**src/rtl/if_fetch_stage_pkg.sv**
```systemverilog
// Shared fetch-stage types and constants; WORD_W is also used by decode and the register file.
package if_fetch_stage_pkg;
  localparam int WORD_W = 32;
  localparam logic [WORD_W-1:0] NOP_INSTR_DEF = 32'h0000_0000;
  localparam logic [WORD_W-1:0] PC_STEP_DEF   = 32'd4;

  typedef enum logic {
    FETCH = 1'b0,
    HOLD  = 1'b1
  } fetch_state_e;
endpackage

```
**src/rtl/if_id_reg.sv**
```systemverilog
// IF/ID pipeline register. Priority: rst > flush > freeze > load.
module if_id_reg
  import if_fetch_stage_pkg::*;
#(
  parameter logic [WORD_W-1:0] NOP_INSTR = NOP_INSTR_DEF
) (
  input  logic              clk,
  input  logic              rst,
  input  logic              flush,
  input  logic              freeze,
  input  logic              load,
  input  logic [WORD_W-1:0] instr,
  input  logic [WORD_W-1:0] pc,
  input  logic              valid,
  output logic [WORD_W-1:0] instr_o,
  output logic [WORD_W-1:0] pc_o,
  output logic              valid_o
);
  logic [WORD_W-1:0] instr_q, pc_q;
  logic              valid_q;

  always_ff @(posedge clk) begin
    if (rst || flush) begin
      instr_q <= NOP_INSTR;
      pc_q    <= '0;
      valid_q <= 1'b0;
    end else if (!freeze && load) begin
      instr_q <= instr;
      valid_q <= valid;
      // a bubble keeps the last pc so decode sees a stable value
      if (valid) pc_q <= pc;
    end
  end

  assign instr_o = instr_q;
  assign pc_o    = pc_q;
  assign valid_o = valid_q;
endmodule

```
**src/rtl/if_fetch_stage.sv**
```systemverilog
// Instruction fetch: PC, imem handshake, branch redirect with deferred kill, skid buffer, IF/ID.
module if_fetch_stage
  import if_fetch_stage_pkg::*;
#(
  parameter logic [WORD_W-1:0] RESET_PC  = 32'h0000_0000,
  parameter logic [WORD_W-1:0] NOP_INSTR = NOP_INSTR_DEF,
  parameter logic [WORD_W-1:0] PC_STEP   = PC_STEP_DEF
) (
  input  logic              clk,
  input  logic              rst,
  input  logic              freeze,
  input  logic              br_taken,
  input  logic [WORD_W-1:0] br_addr,
  output logic              imem_req,
  output logic [WORD_W-1:0] imem_addr,
  input  logic              imem_ready,
  input  logic [WORD_W-1:0] imem_rdata,
  output logic [WORD_W-1:0] instruction_out,
  output logic [WORD_W-1:0] pc_out,
  output logic              valid_out
);
  fetch_state_e      state_q, state_d;
  logic [WORD_W-1:0] addr_q, addr_d, target_q, target_d;
  logic [WORD_W-1:0] skid_instr_q, skid_instr_d, skid_pc_q, skid_pc_d;
  logic              kill_q, kill_d;
  logic [WORD_W-1:0] seq_pc, ld_instr, ld_pc;
  logic              ld_valid;

  assign seq_pc = addr_q + PC_STEP;

  always_ff @(posedge clk) begin
    if (rst) state_q <= FETCH;
    else     state_q <= state_d;
  end

  always_ff @(posedge clk) begin
    if (rst) begin
      addr_q       <= RESET_PC;
      kill_q       <= 1'b0;
      target_q     <= '0;
      skid_instr_q <= '0;
      skid_pc_q    <= '0;
    end else begin
      addr_q       <= addr_d;
      kill_q       <= kill_d;
      target_q     <= target_d;
      skid_instr_q <= skid_instr_d;
      skid_pc_q    <= skid_pc_d;
    end
  end

  always_comb begin
    state_d      = state_q;
    addr_d       = addr_q;
    kill_d       = kill_q;
    target_d     = target_q;
    skid_instr_d = skid_instr_q;
    skid_pc_d    = skid_pc_q;
    if (state_q == FETCH) begin
      if (br_taken) begin
        if (imem_ready) begin
          addr_d = br_addr;
          kill_d = 1'b0;
        end else begin
          // imem_addr must stay stable, so the redirect waits for the response
          kill_d   = 1'b1;
          target_d = br_addr;
        end
      end else if (imem_ready) begin
        if (kill_q) begin
          addr_d = target_q;
          kill_d = 1'b0;
        end else begin
          addr_d = seq_pc;
          if (freeze) begin
            skid_instr_d = imem_rdata;
            skid_pc_d    = seq_pc;
            state_d      = HOLD;
          end
        end
      end
    end else begin
      if (br_taken) begin
        addr_d  = br_addr;
        state_d = FETCH;
      end else if (!freeze) begin
        state_d = FETCH;
      end
    end
  end

  always_comb begin
    imem_req  = (state_q == FETCH) && !rst;
    imem_addr = addr_q;
    ld_instr  = NOP_INSTR;
    ld_pc     = seq_pc;
    ld_valid  = 1'b0;
    if (state_q == HOLD) begin
      ld_instr = skid_instr_q;
      ld_pc    = skid_pc_q;
      ld_valid = 1'b1;
    end else if (imem_ready && !kill_q) begin
      ld_instr = imem_rdata;
      ld_valid = 1'b1;
    end
  end

  if_id_reg #(.NOP_INSTR(NOP_INSTR)) u_if_id (
    .clk    (clk),
    .rst    (rst),
    .flush  (br_taken),
    .freeze (freeze),
    .load   (1'b1),
    .instr  (ld_instr),
    .pc     (ld_pc),
    .valid  (ld_valid),
    .instr_o(instruction_out),
    .pc_o   (pc_out),
    .valid_o(valid_out)
  );
endmodule
```
**config.mk**
```make
export PLATFORM = sky130hd
export DESIGN_NAME = if_fetch_stage
export DESIGN_NICKNAME = d
export VERILOG_FILES = /design/src/rtl/if_fetch_stage_pkg.sv /design/src/rtl/if_id_reg.sv /design/src/rtl/if_fetch_stage.sv
export SDC_FILE = /design/constraint.sdc
export NUM_CORES = 1
export LEC_CHECK = 0
export CAP_MARGIN = 30
export CORE_ASPECT_RATIO = 0.6
export CORE_MARGIN = 2
export CORE_UTILIZATION = 47
export DETAILED_ROUTE_END_ITERATION = 12
export PLACE_DENSITY = 0.79
export SKIP_LAST_GASP = 1
export SYNTH_ARGS = -nofsm -noshare
export SYNTH_HDL_FRONTEND = slang
export SYNTH_SLANG_ARGS = --single-unit
```
**constraint.sdc**
```tcl
create_clock -name clk -period 1.7 [get_ports clk]
set_input_delay 0.17 -clock clk [delete_from_list [all_inputs] [get_ports clk]]
set_output_delay 0.17 -clock clk [all_outputs]
set_load 0.005 [all_outputs]
```
# Word level (Yosys, flattened, before mapping)
# Index checks and enable logic that the tools add are counted.
# classes
addsub,1
eq_ne,1
mux,20
bitwise_logic,5
reduce_logical,12
# op_table
op,n
$mux 32,9
$add 32x3->32 const B,1
$mux 1,11
$reduce_and 3->1,2
$not 1->1,5
$reduce_and 5->1,1
$reduce_and 2->1,2
$reduce_bool 2->1,2
$logic_and 1x1->1,2
$logic_not 1->1,2
$ne 2x2->1 const B,1
$logic_or 1x1->1,1
# totals
register_bits,195
input_bits,69
output_inout_bits,98
wordCells,48

# Depth between registers and ports, before layout
# Gate-level depths: netlist (run 1).
# logic_depth
ltp_word,5
mapped_depth,7
mapped_depth_nobuf,6

# Cells and area by module
# From an unflattened synthesis (run 1), not the netlist that was laid out.
# unflattened
hier_cells,1158
hier_area_um2,9312.7
# by_module_without_submodules
mod,instances,cells_each,area_per_inst_um2,seq_area_each_um2
if_fetch_stage,1,872,6915.4,2602.5
if_id_reg,1,286,2397.3,1301.2

# Worst setup path after synthesis (run 1)
# OpenSTA, ideal clock, no wires.
# synth_timing
kind,reg-to-reg
start,reg addr_q[14] (netlist: imem_addr[14])
end,reg addr_q[21] (netlist: imem_addr[21])
setup_ns,0.128
arrival_time_ns,1.737
required_ns,1.572
slack_ns,-0.165
path_stages_with_launch,6
n_path_buf,0
synth_period_minus_slack_ns,1.865
path_cell_list,dfxtp_1 nand4_4 nor4_4 mux2_2 a221oi_1 nor2_1
# synth_via
elab_chain_cells,5
# synth_lines
element,line,source
"start, declared",if_fetch_stage.sv:23,"logic [WORD_W-1:0] addr_q, addr_d, target_q, target_d;"
"start signal, assigned",if_fetch_stage.sv:44,addr_q <= addr_d;
$add 32x3->32,if_fetch_stage.sv:29,assign seq_pc = addr_q + PC_STEP;
$mux 32,if_fetch_stage.sv:70,if (kill_q) begin
$mux 32,if_fetch_stage.sv:69,end else if (imem_ready) begin
$mux 32,if_fetch_stage.sv:60,if (br_taken) begin
$mux 32,if_fetch_stage.sv:59,if (state_q == FETCH) begin
# No other way between the ends. The select of a mux whose other input is x is not followed.
# A chain may end at the register's enable or synchronous reset.

# Final worst setup path (run 1)
# layout_timing
start,reg addr_q[2] (netlist: imem_addr[2])
end,reg u_if_id.pc_q[31] (netlist: u_if_id.pc_o[31])
# layout_via
elab_chain_cells,2
# layout_lines
element,line,source
$add 32x3->32,if_fetch_stage.sv:29,
$mux 32,if_fetch_stage.sv:98,if (state_q == HOLD) begin
"end signal, assigned",if_id_reg.sv:31,if (valid) pc_q <= pc;
"end, declared",if_id_reg.sv:19,"logic [WORD_W-1:0] instr_q, pc_q;"
# No other way between the ends.

==> results of run 1 <==
## logic make-up (layout without fill, tap and decap cells)
group / Yosys count / count (layout) / share of synthesized area
multiplexers: 17 / 17 / 0.0197
XOR/XNOR: 26 / 26 / 0.0258
adder cells (fa/ha/maj): 1 / 1 / 0.00142
buffers and inverters: 106 / 390 / 0.0547
AO/OA/AOI/OAI: 284 / 284 / 0.204
flip-flops: 195 / 195 / 0.442
AND/OR/NAND/NOR: 454 / 454 / 0.252
## registers in the layout (all words and copies together), names as in the netlist
signal           cells
imem_addr           32
skid_instr_q        32
skid_pc_q           32
target_q            32
u_if_id.instr_o     32
u_if_id.pc_o        32
kill_q               1
state_q              1
u_if_id.valid_o      1
## per-layer routing
| layer | up-vias | global-route usage | part of all wire |
|---|---|---|---|
| met5 | - | 0 | 0 |
| met4 | 0 | 0.0789 | 0.019 |
| met3 | 70 | 0.0723 | 0.12 |
| met2 | 617 | 0.448 | 0.43 |
| met1 | 4551 | 0.426 | 0.44 |
| li1 | 4405 | - | - |
## through the flow
step	setup TNS (ns)	instances	power (W)	hold slack, ns	utilization
finish	-2.08	1607	0.0108	0.132	0.711
global route	-4.33	1607	0.0112	0.137	0.711
CTS	-0.694	1592	0.0107	0.107	0.688
detailed placement	-27.16	1546	0.00673	0.444	0.639
global placement	-20.91	1546	0.00668	0.439	0.639
floorplan	-0.0285	1083	0.00581	0.306	-
## cell type report
cell class,count,share of cell area
clock inverter,15,0.0114
sequential,195,0.306
inverter,10,0.00290
multi-input combinational,782,0.374
tap,240,0.0232
clock buffer,17,0.0328
timing repair buffer,348,0.250
## critical path, stage by stage (launching register included)
cell and delay (ns):
dfxtp_4 0.40, nand4_1 0.20, nor4_4 0.35, buf_6 0.19, nand4_4 0.16, xor2_1 0.34, o22ai_1 0.13
## what timing repair did
| action | CTS | global route |
|---|---|---|
| pin swaps | 23 | 42 |
| hold buffers | 0 | 0 |
| gates resized for setup | 52 | 76 |
| gates cloned | 1 | 0 |
| setup buffers | 13 | 17 |
| endpoints found under the setup margin | 63 | 81 |
## layout by cell type, fill, tap and decap left out, types with 28 or more instances in the layout
master / count
a21oi_1: 112
a221oi_1: 42
buf_4: 155
clkdlybuf4s50_1: 159
dfxtp_1: 171
nand2_1: 180
nand3_1: 28
nor2_1: 64
nor2b_1: 36
nor3_1: 53
o21ai_0: 39
## how the worst min path moves through the flow
stage                    to          from  slack [ns]
2_1_floorplan  target_q[10]   br_addr[10]        0.31
3_3_place_gp   target_q[10]  target_q[10]        0.44
3_5_place_dp   target_q[10]  target_q[10]        0.44
4_1_cts        skid_pc_q[2]           rst        0.11
5_1_grt        skid_pc_q[2]           rst        0.14
6_report       skid_pc_q[2]           rst        0.13
## where the power goes
group | internal (W) | switching (W)
combinational | 0.000933 | 0.000965
sequential | 0.00477 | 0.000168
clock | 0.00195 | 0.00200
==> flow_summary.toml, run 1 <==
[worst_setup_path]
cp_max_fo = 4
rr_worst_depth = 6
r2r-end = "u_if_id.pc_o[31]"
cp.required_ns = 2.00
cp-end-kind = "flip-flop"
cp.arrival_ns = 2.22
r2r_slack_ns = -0.21
path_class = "flip-flop to flip-flop"
r2r_start = "imem_addr[2]"
worstSetupStartpointType = "flip-flop"
crit_start = "imem_addr[2]"
crit_path_end = "u_if_id.pc_o[31]"

[timing]
hold_violations = 0
rsz0062_at_grt = "true"
report.final.slew_viol_count = 0
maxSlewHeadroom = 0.548
clock.fmax_mhz = 523
fin_crit_sh = 1.13
tightest_slew_ns = 0.669
min_period_ns = 1.91
worst_slack_ns = -0.213
setup_viol = 34
fin_skew_ns = 0.0159

[hold_path]
hold_depth = 2
min-delay-path-class = "primary input to flip-flop"

[logic_synthesis]
synth_edf_count = 0
synth-seq-cells = 195
yosysTopAreaCellShare = 0.442
syn_inst = 1083
synth_common_cells = "dfxtp_1, nand2_1, a21oi_1"
synth_cell_types = 65
synth-async-reset-ratio = 0
synth-warning-count = 0
synth.most_common_cell = "dfxtp_1"
synth_nets = 1153
syn_area_per_cell_um2 = 8.15
synth_area_leader_cell = "dfxtp_1"
ys.flop_type = "dfxtp_1"
synth.area.top_cells = "dfxtp_1, nand2_1, a21oi_1"
yosysSeqAreaShare = 0.442
syn-cell-area_um2 = 8820

[clock_tree]
cts_buffers = 17
clk_pin_slew_ns = 0.07
cts_root_buffer = "clkbuf_16"
clock_sinks = 195
htreeDepth = 4
clk_latency_ns = 0.44
tritoncts = "yes"
cts_buffer_depth = 2

[detailed_routing]
first_pass_iters = 7
antenna_left = 0
viasPerCell = 6.00
drt_iter0_markers = 1196
drt_wl_total_um = 31400
wl_per_cell_um = 19.5
vias = 9643
drc_errors = 0

[global_route]
grt_max_degree = 51
track_usage = 0.297
grt_overflow = 0
grt_pass1_wl_um = 46600
grt_pass1_vias = 8783
antenna_found_initial = 0

[pwr]
leakagePower_nw = 5.00
max-vdd-ir-drop_v = 0.000754
p_per_area_nw_per_um2 = 833

[placed_design]
dp_hpwl_um = 20900
routabilityCongestion = 0.990
dpl-instance-area_um2 = 11600
numPortBuffers = 166
place_ws_ns = -0.354

[floorplanning]
initial_core_util = 0.485
num_rows = 38
core_um2 = 18200
die-height_um = 110
ios = 167
die_w_um = 181
dieArea_um2 = 19900

[cells_and_area]
fillers = 1394
n_antenna_cell = 0
layout.nets = 1424
seqCellArea_um2 = 3960
multi_input_area_um2 = 4850
finalInstanceArea_um2 = 13000
area_growth_pct = 46.8
drive_gt1_frac = 0.236

[outcome]
status = "finished, violations left"
violations = "negative setup slack"

[job]
cap_violations = 0
Power figures use the tool's default switching activity.
==> run 2: changes to the inputs <==
--- a/config.mk
+++ b/config.mk
@@ -5,11 +5,12 @@
 export SDC_FILE = /design/constraint.sdc
 export NUM_CORES = 1
 export LEC_CHECK = 0
+export ABC_AREA = 0
 export CAP_MARGIN = 30
 export CORE_ASPECT_RATIO = 0.6
-export CORE_MARGIN = 2
 export CORE_UTILIZATION = 47
 export DETAILED_ROUTE_END_ITERATION = 12
+export HOLD_SLACK_MARGIN = 0.1
 export PLACE_DENSITY = 0.79
 export SKIP_LAST_GASP = 1
 export SYNTH_ARGS = -nofsm -noshare
==> flow_summary.toml, run 2 (synthesized netlist as in run 1, its figures left out) <==
[placed_design]
dpl-instance-area_um2 = 11700
dp_hpwl_um = 21200
routabilityCongestion = 0.934
place_ws_ns = -0.317
numPortBuffers = 166

[outcome]
status = "finished, violations left"
violations = "negative setup slack"

[detailed_routing]
first_pass_iters = 5
vias = 9633
wl_per_cell_um = 19.6
drt_iter0_markers = 1116
drt_wl_total_um = 31700
drc_errors = 0
antenna_left = 0
viasPerCell = 5.96

[timing]
rsz0062_at_grt = "true"
min_period_ns = 1.83
maxSlewHeadroom = 0.663
fin_crit_sh = 1.07
fin_skew_ns = 0.0199
hold_violations = 0
setup_viol = 28
worst_slack_ns = -0.127
report.final.slew_viol_count = 0
tightest_slew_ns = 0.501
clock.fmax_mhz = 547

[worst_setup_path]
r2r_start = "state_q"
cp_max_fo = 6
crit_start = "state_q"
worstPathCellList = "mux2_2 -> o21ai_0 -> nor3_1 -> a41oi_1 -> o21ai_0"
worstSetupStartpointType = "flip-flop"
critPathMostFrequentCell = "o21ai_0"
cp.required_ns = 1.99
cp-end-kind = "flip-flop"
path_class = "flip-flop to flip-flop"
cp_slowest_stage_delay_ns = 0.44
cp.arrival_ns = 2.12
cpMaxStageDelayCell = "mux2_2"

[floorplanning]
initial_core_util = 0.485
dieArea_um2 = 19300
die-height_um = 108
ios = 167
core_um2 = 18200
num_rows = 38
die_w_um = 179

[global_route]
grt_max_degree = 54
grt_overflow = 0
antenna_found_initial = 1
track_usage = 0.312
grt_pass1_wl_um = 46800
grt_pass1_vias = 8801

[clock_tree]
clk_pin_slew_ns = 0.09
htreeDepth = 4
cts_buffer_depth = 2
cts_buffers = 17
clock_sinks = 195
clk_latency_ns = 0.44
tritoncts = "yes"
cts_root_buffer = "clkbuf_16"

[cells_and_area]
final_cell_mix = "nand2_1, dfxtp_1, clkdlybuf4s50_1, buf_4, a21oi_1"
area_growth_pct = 49.2
mostFrequentLayoutCell = "nand2_1"
layout.nets = 1434
n_antenna_cell = 0
finalInstanceArea_um2 = 13200
drive_gt1_frac = 0.245

[pwr]
p_per_area_nw_per_um2 = 840
max-vdd-ir-drop_v = 0.000702
leakagePower_nw = 5.05

[hold_path]
min-delay-path-class = "primary input to flip-flop"
hold_start = "br_addr[7]"

[job]
cap_violations = 0
[run 2: cell types whose count changed in the layout (fill, tap and decap cells not counted), moves of 3 or more]
cell,change
clkinv_4,-5
clkinv_8,+4
buf_12,+3
buf_6,+6
o21ai_1,+3
nand3_4,+3
[run 2: path summary, 6_finish.rpt]
| path | to | slack (ns) | depth (start not counted) |
|---|---|---|---|
| max | imem_addr[27] | -0.13 | 5 |
| min | target_q[7] | 0.30 | 3 |
| max reg2reg | imem_addr[27] | -0.13 | 5 |
| min reg2reg | target_q[1] | 0.46 | 2 |
[run 2: layer usage]
metal  global-route usage  vias up  share of wire
li1                     -     4417              -
met1                0.439     4530           0.43
met2                0.467      600           0.43
met3               0.0949       84           0.12
met4               0.0708        2          0.021
met5                    0        -         0.0015
[run 2: report_power, final]
| group | switching, W | leakage, nW | total (W) | internal (W) |
|---|---|---|---|---|
| registers | 0.000161 | 1.60 | 0.00493 | 0.00477 |
| clock network | 0.00217 | 0.294 | 0.00418 | 0.00201 |
| logic | 0.000996 | 3.16 | 0.00195 | 0.000955 |
[run 2: timing repair]
action                                  CTS  global route
setup buffers                            13            17
gates cloned                              0             0
gates resized for setup                  59            89
endpoints found under the hold margin     2             0
pin swaps                                30            45
hold buffers                              2             0
endpoints found under the setup margin   64            83
[run 2: worst max-delay path: cells and delay by family (launching register included)]
family	cells	cell delay, ns
AO/OA/AOI/OAI	3	0.75
multiplexers	1	0.44
flip-flops	1	0.41
AND/OR/NAND/NOR	1	0.09
[run 2: through the flow]
stage / utilization / hold WS [ns] / power [W] / std cells / setup TNS [ns]
after floorplan: - / 0.306 / 0.00581 / 1083 / -0.0285
after global placement: 0.644 / 0.438 / 0.00672 / 1556 / -16.34
after detailed placement: 0.644 / 0.446 / 0.00676 / 1556 / -20.53
after CTS: 0.696 / 0.293 / 0.0109 / 1602 / -0.464
after global routing: 0.723 / 0.289 / 0.0114 / 1617 / -4.56
final: 0.723 / 0.300 / 0.0111 / 1617 / -1.53
[run 2: layout make-up]
type,instances,area (um^2)
clock buffer,17,425
clock inverter,15,186
fill,1311,5050
inverter,10,41.3
multi-input combinational,782,4900
sequential,195,3960
tap,240,300
timing repair buffer,358,3350
==> run 3: changes to the inputs <==
--- a/config.mk
+++ b/config.mk
@@ -10,7 +10,6 @@
 export CORE_ASPECT_RATIO = 0.6
 export CORE_UTILIZATION = 47
 export DETAILED_ROUTE_END_ITERATION = 12
-export HOLD_SLACK_MARGIN = 0.1
 export PLACE_DENSITY = 0.79
 export SKIP_LAST_GASP = 1
 export SYNTH_ARGS = -nofsm -noshare
==> flow_summary.toml, run 3 (synthesized netlist as in run 1, its figures left out) <==
[detailed_routing]
first_pass_iters = 6
wl_met2_um = 13800
antenna_left = 0
wl_met3_um = 3700
dr.max_layer_used = "met5"
vias = 9603
drt_iter0_markers = 1022
drt_wl_total_um = 31600
drc_errors = 0
wl_per_cell_um = 19.6
met1_length_um = 13500
viasPerCell = 5.95

[floorplanning]
dieArea_um2 = 19300
die_w_um = 179
num_rows = 38
initial_core_util = 0.485
core_um2 = 18200
die-height_um = 108
ios = 167

[worst_setup_path]
cp_slowest_stage_delay_ns = 0.38
cp.arrival_ns = 2.18
path_buf_inv = 2
r2r_start = "imem_addr[7]"
crit_start = "imem_addr[7]"
path_class = "flip-flop to flip-flop"
worstSetupStartpointType = "flip-flop"
worstPathCellList = "nand4_4 -> buf_6 -> nor4_4 -> buf_4 -> and4_4 -> o21ai_2 -> a31oi_1"
cp.required_ns = 2.05
cp_top_family = "simple AND/OR/NAND/NOR gates"
cp_max_fo = 4
cp-end-kind = "flip-flop"
cpMaxStageDelayCell = "dfxtp_4"

[timing]
maxSlewHeadroom = 0.678
finalSetupTns_ns = -1.63
fin_skew_ns = 0.0167
setup_viol = 32
report.final.slew_viol_count = 0
worst_slack_ns = -0.132
rsz0062_at_grt = "true"
hold_violations = 0
clock.fmax_mhz = 546
tightest_slew_ns = 0.478
min_period_ns = 1.83
fin_crit_sh = 1.08

[global_route]
grt_pass1_vias = 8790
grt_max_degree = 54
grt_overflow = 0
track_usage = 0.312
antenna_found_initial = 1
grt_pass1_wl_um = 46800

[pwr]
max-vdd-ir-drop_v = 0.000710
p_per_area_nw_per_um2 = 840
leakagePower_nw = 5.05
power_w = 0.0110

[placed_design]
routabilityCongestion = 0.934
dp.cells = 1556
numPortBuffers = 166
dp_hpwl_um = 21200
dpl-instance-area_um2 = 11700

[cells_and_area]
layout.nets = 1432
drive_gt1_frac = 0.245
finalInstanceArea_um2 = 13100
area_growth_pct = 49.0
final_cell_mix = "nand2_1, dfxtp_1, clkdlybuf4s50_1, buf_4, a21oi_1"
multi_input_area_um2 = 4900
fillers = 1316
final_cells = 1615
seqCellArea_um2 = 3960
mostFrequentLayoutCell = "nand2_1"
n_antenna_cell = 0

[outcome]
status = "finished, violations left"
violations = "negative setup slack"

[job]
cap_violations = 0

[clock_tree]
clk_latency_ns = 0.44
tritoncts = "yes"
htreeDepth = 4
cts_buffers = 17
cts_buffer_depth = 2
clk_pin_slew_ns = 0.08
clock_sinks = 195
cts_root_buffer = "clkbuf_16"

[hold_path]
hold_start = "freeze"
min-delay-path-class = "primary input to flip-flop"
==> run 3: worst paths after layout <==
check | end | slack, ns | cells after the start
worst max register to register | u_if_id.pc_o[20] | -0.13 | 7
worst min register to register | target_q[10] | 0.46 | 2
worst max-delay path | u_if_id.pc_o[20] | -0.13 | 7
worst min-delay path | state_q | 0.05 | 3
==> run 3: layout make-up <==
cell class	instances	share of cell area
Clock inverter	15	0.0142
Inverter	10	0.00314
Clock buffer	17	0.0324
Multi-Input combinational cell	782	0.373
Timing Repair Buffer	356	0.253
Tap cell	240	0.0228
Sequential cell	195	0.302
==> run 3: metal layers <==
layer  track usage  vias to the layer above
met5             0                        -
met1         0.438                     4545
met2         0.466                      576
met3        0.0949                       65
met4        0.0714                        2
li1              -                     4415
==> run 3: repair_timing <==
action / CTS / global route
pin swaps: 30 / 45
endpoints found under the hold margin: 0 / 0
setup endpoints to repair: 64 / 83
hold buffers: 0 / 0
resized for setup: 59 / 89
buffers inserted: 13 / 17
==> run 3: metrics by stage <==
stage / setup slack, ns / hold slack (ns) / utilization
after floorplan: -0.0186 / 0.306 / -
after global placement: -0.290 / 0.438 / 0.644
after detailed placement: -0.317 / 0.446 / 0.644
after CTS: -0.0736 / 0.0351 / 0.695
after global routing: -0.244 / 0.0425 / 0.722
final: -0.132 / 0.0514 / 0.722
==> run 3: worst min-delay path: stages <==
cell and delay (ns):
buf_2 0.17, nand2_1 0.08, a21oi_1 0.03
==> run 3: where the power goes <==
| group | leakage (nW) | switching [W] | internal (W) |
|---|---|---|---|
| clock | 0.294 | 0.00216 | 0.00201 |
| combinational | 3.15 | 0.000992 | 0.000952 |
| sequential | 1.60 | 0.000161 | 0.00477 |
| total | 5.05 | 0.00331 | 0.00773 |
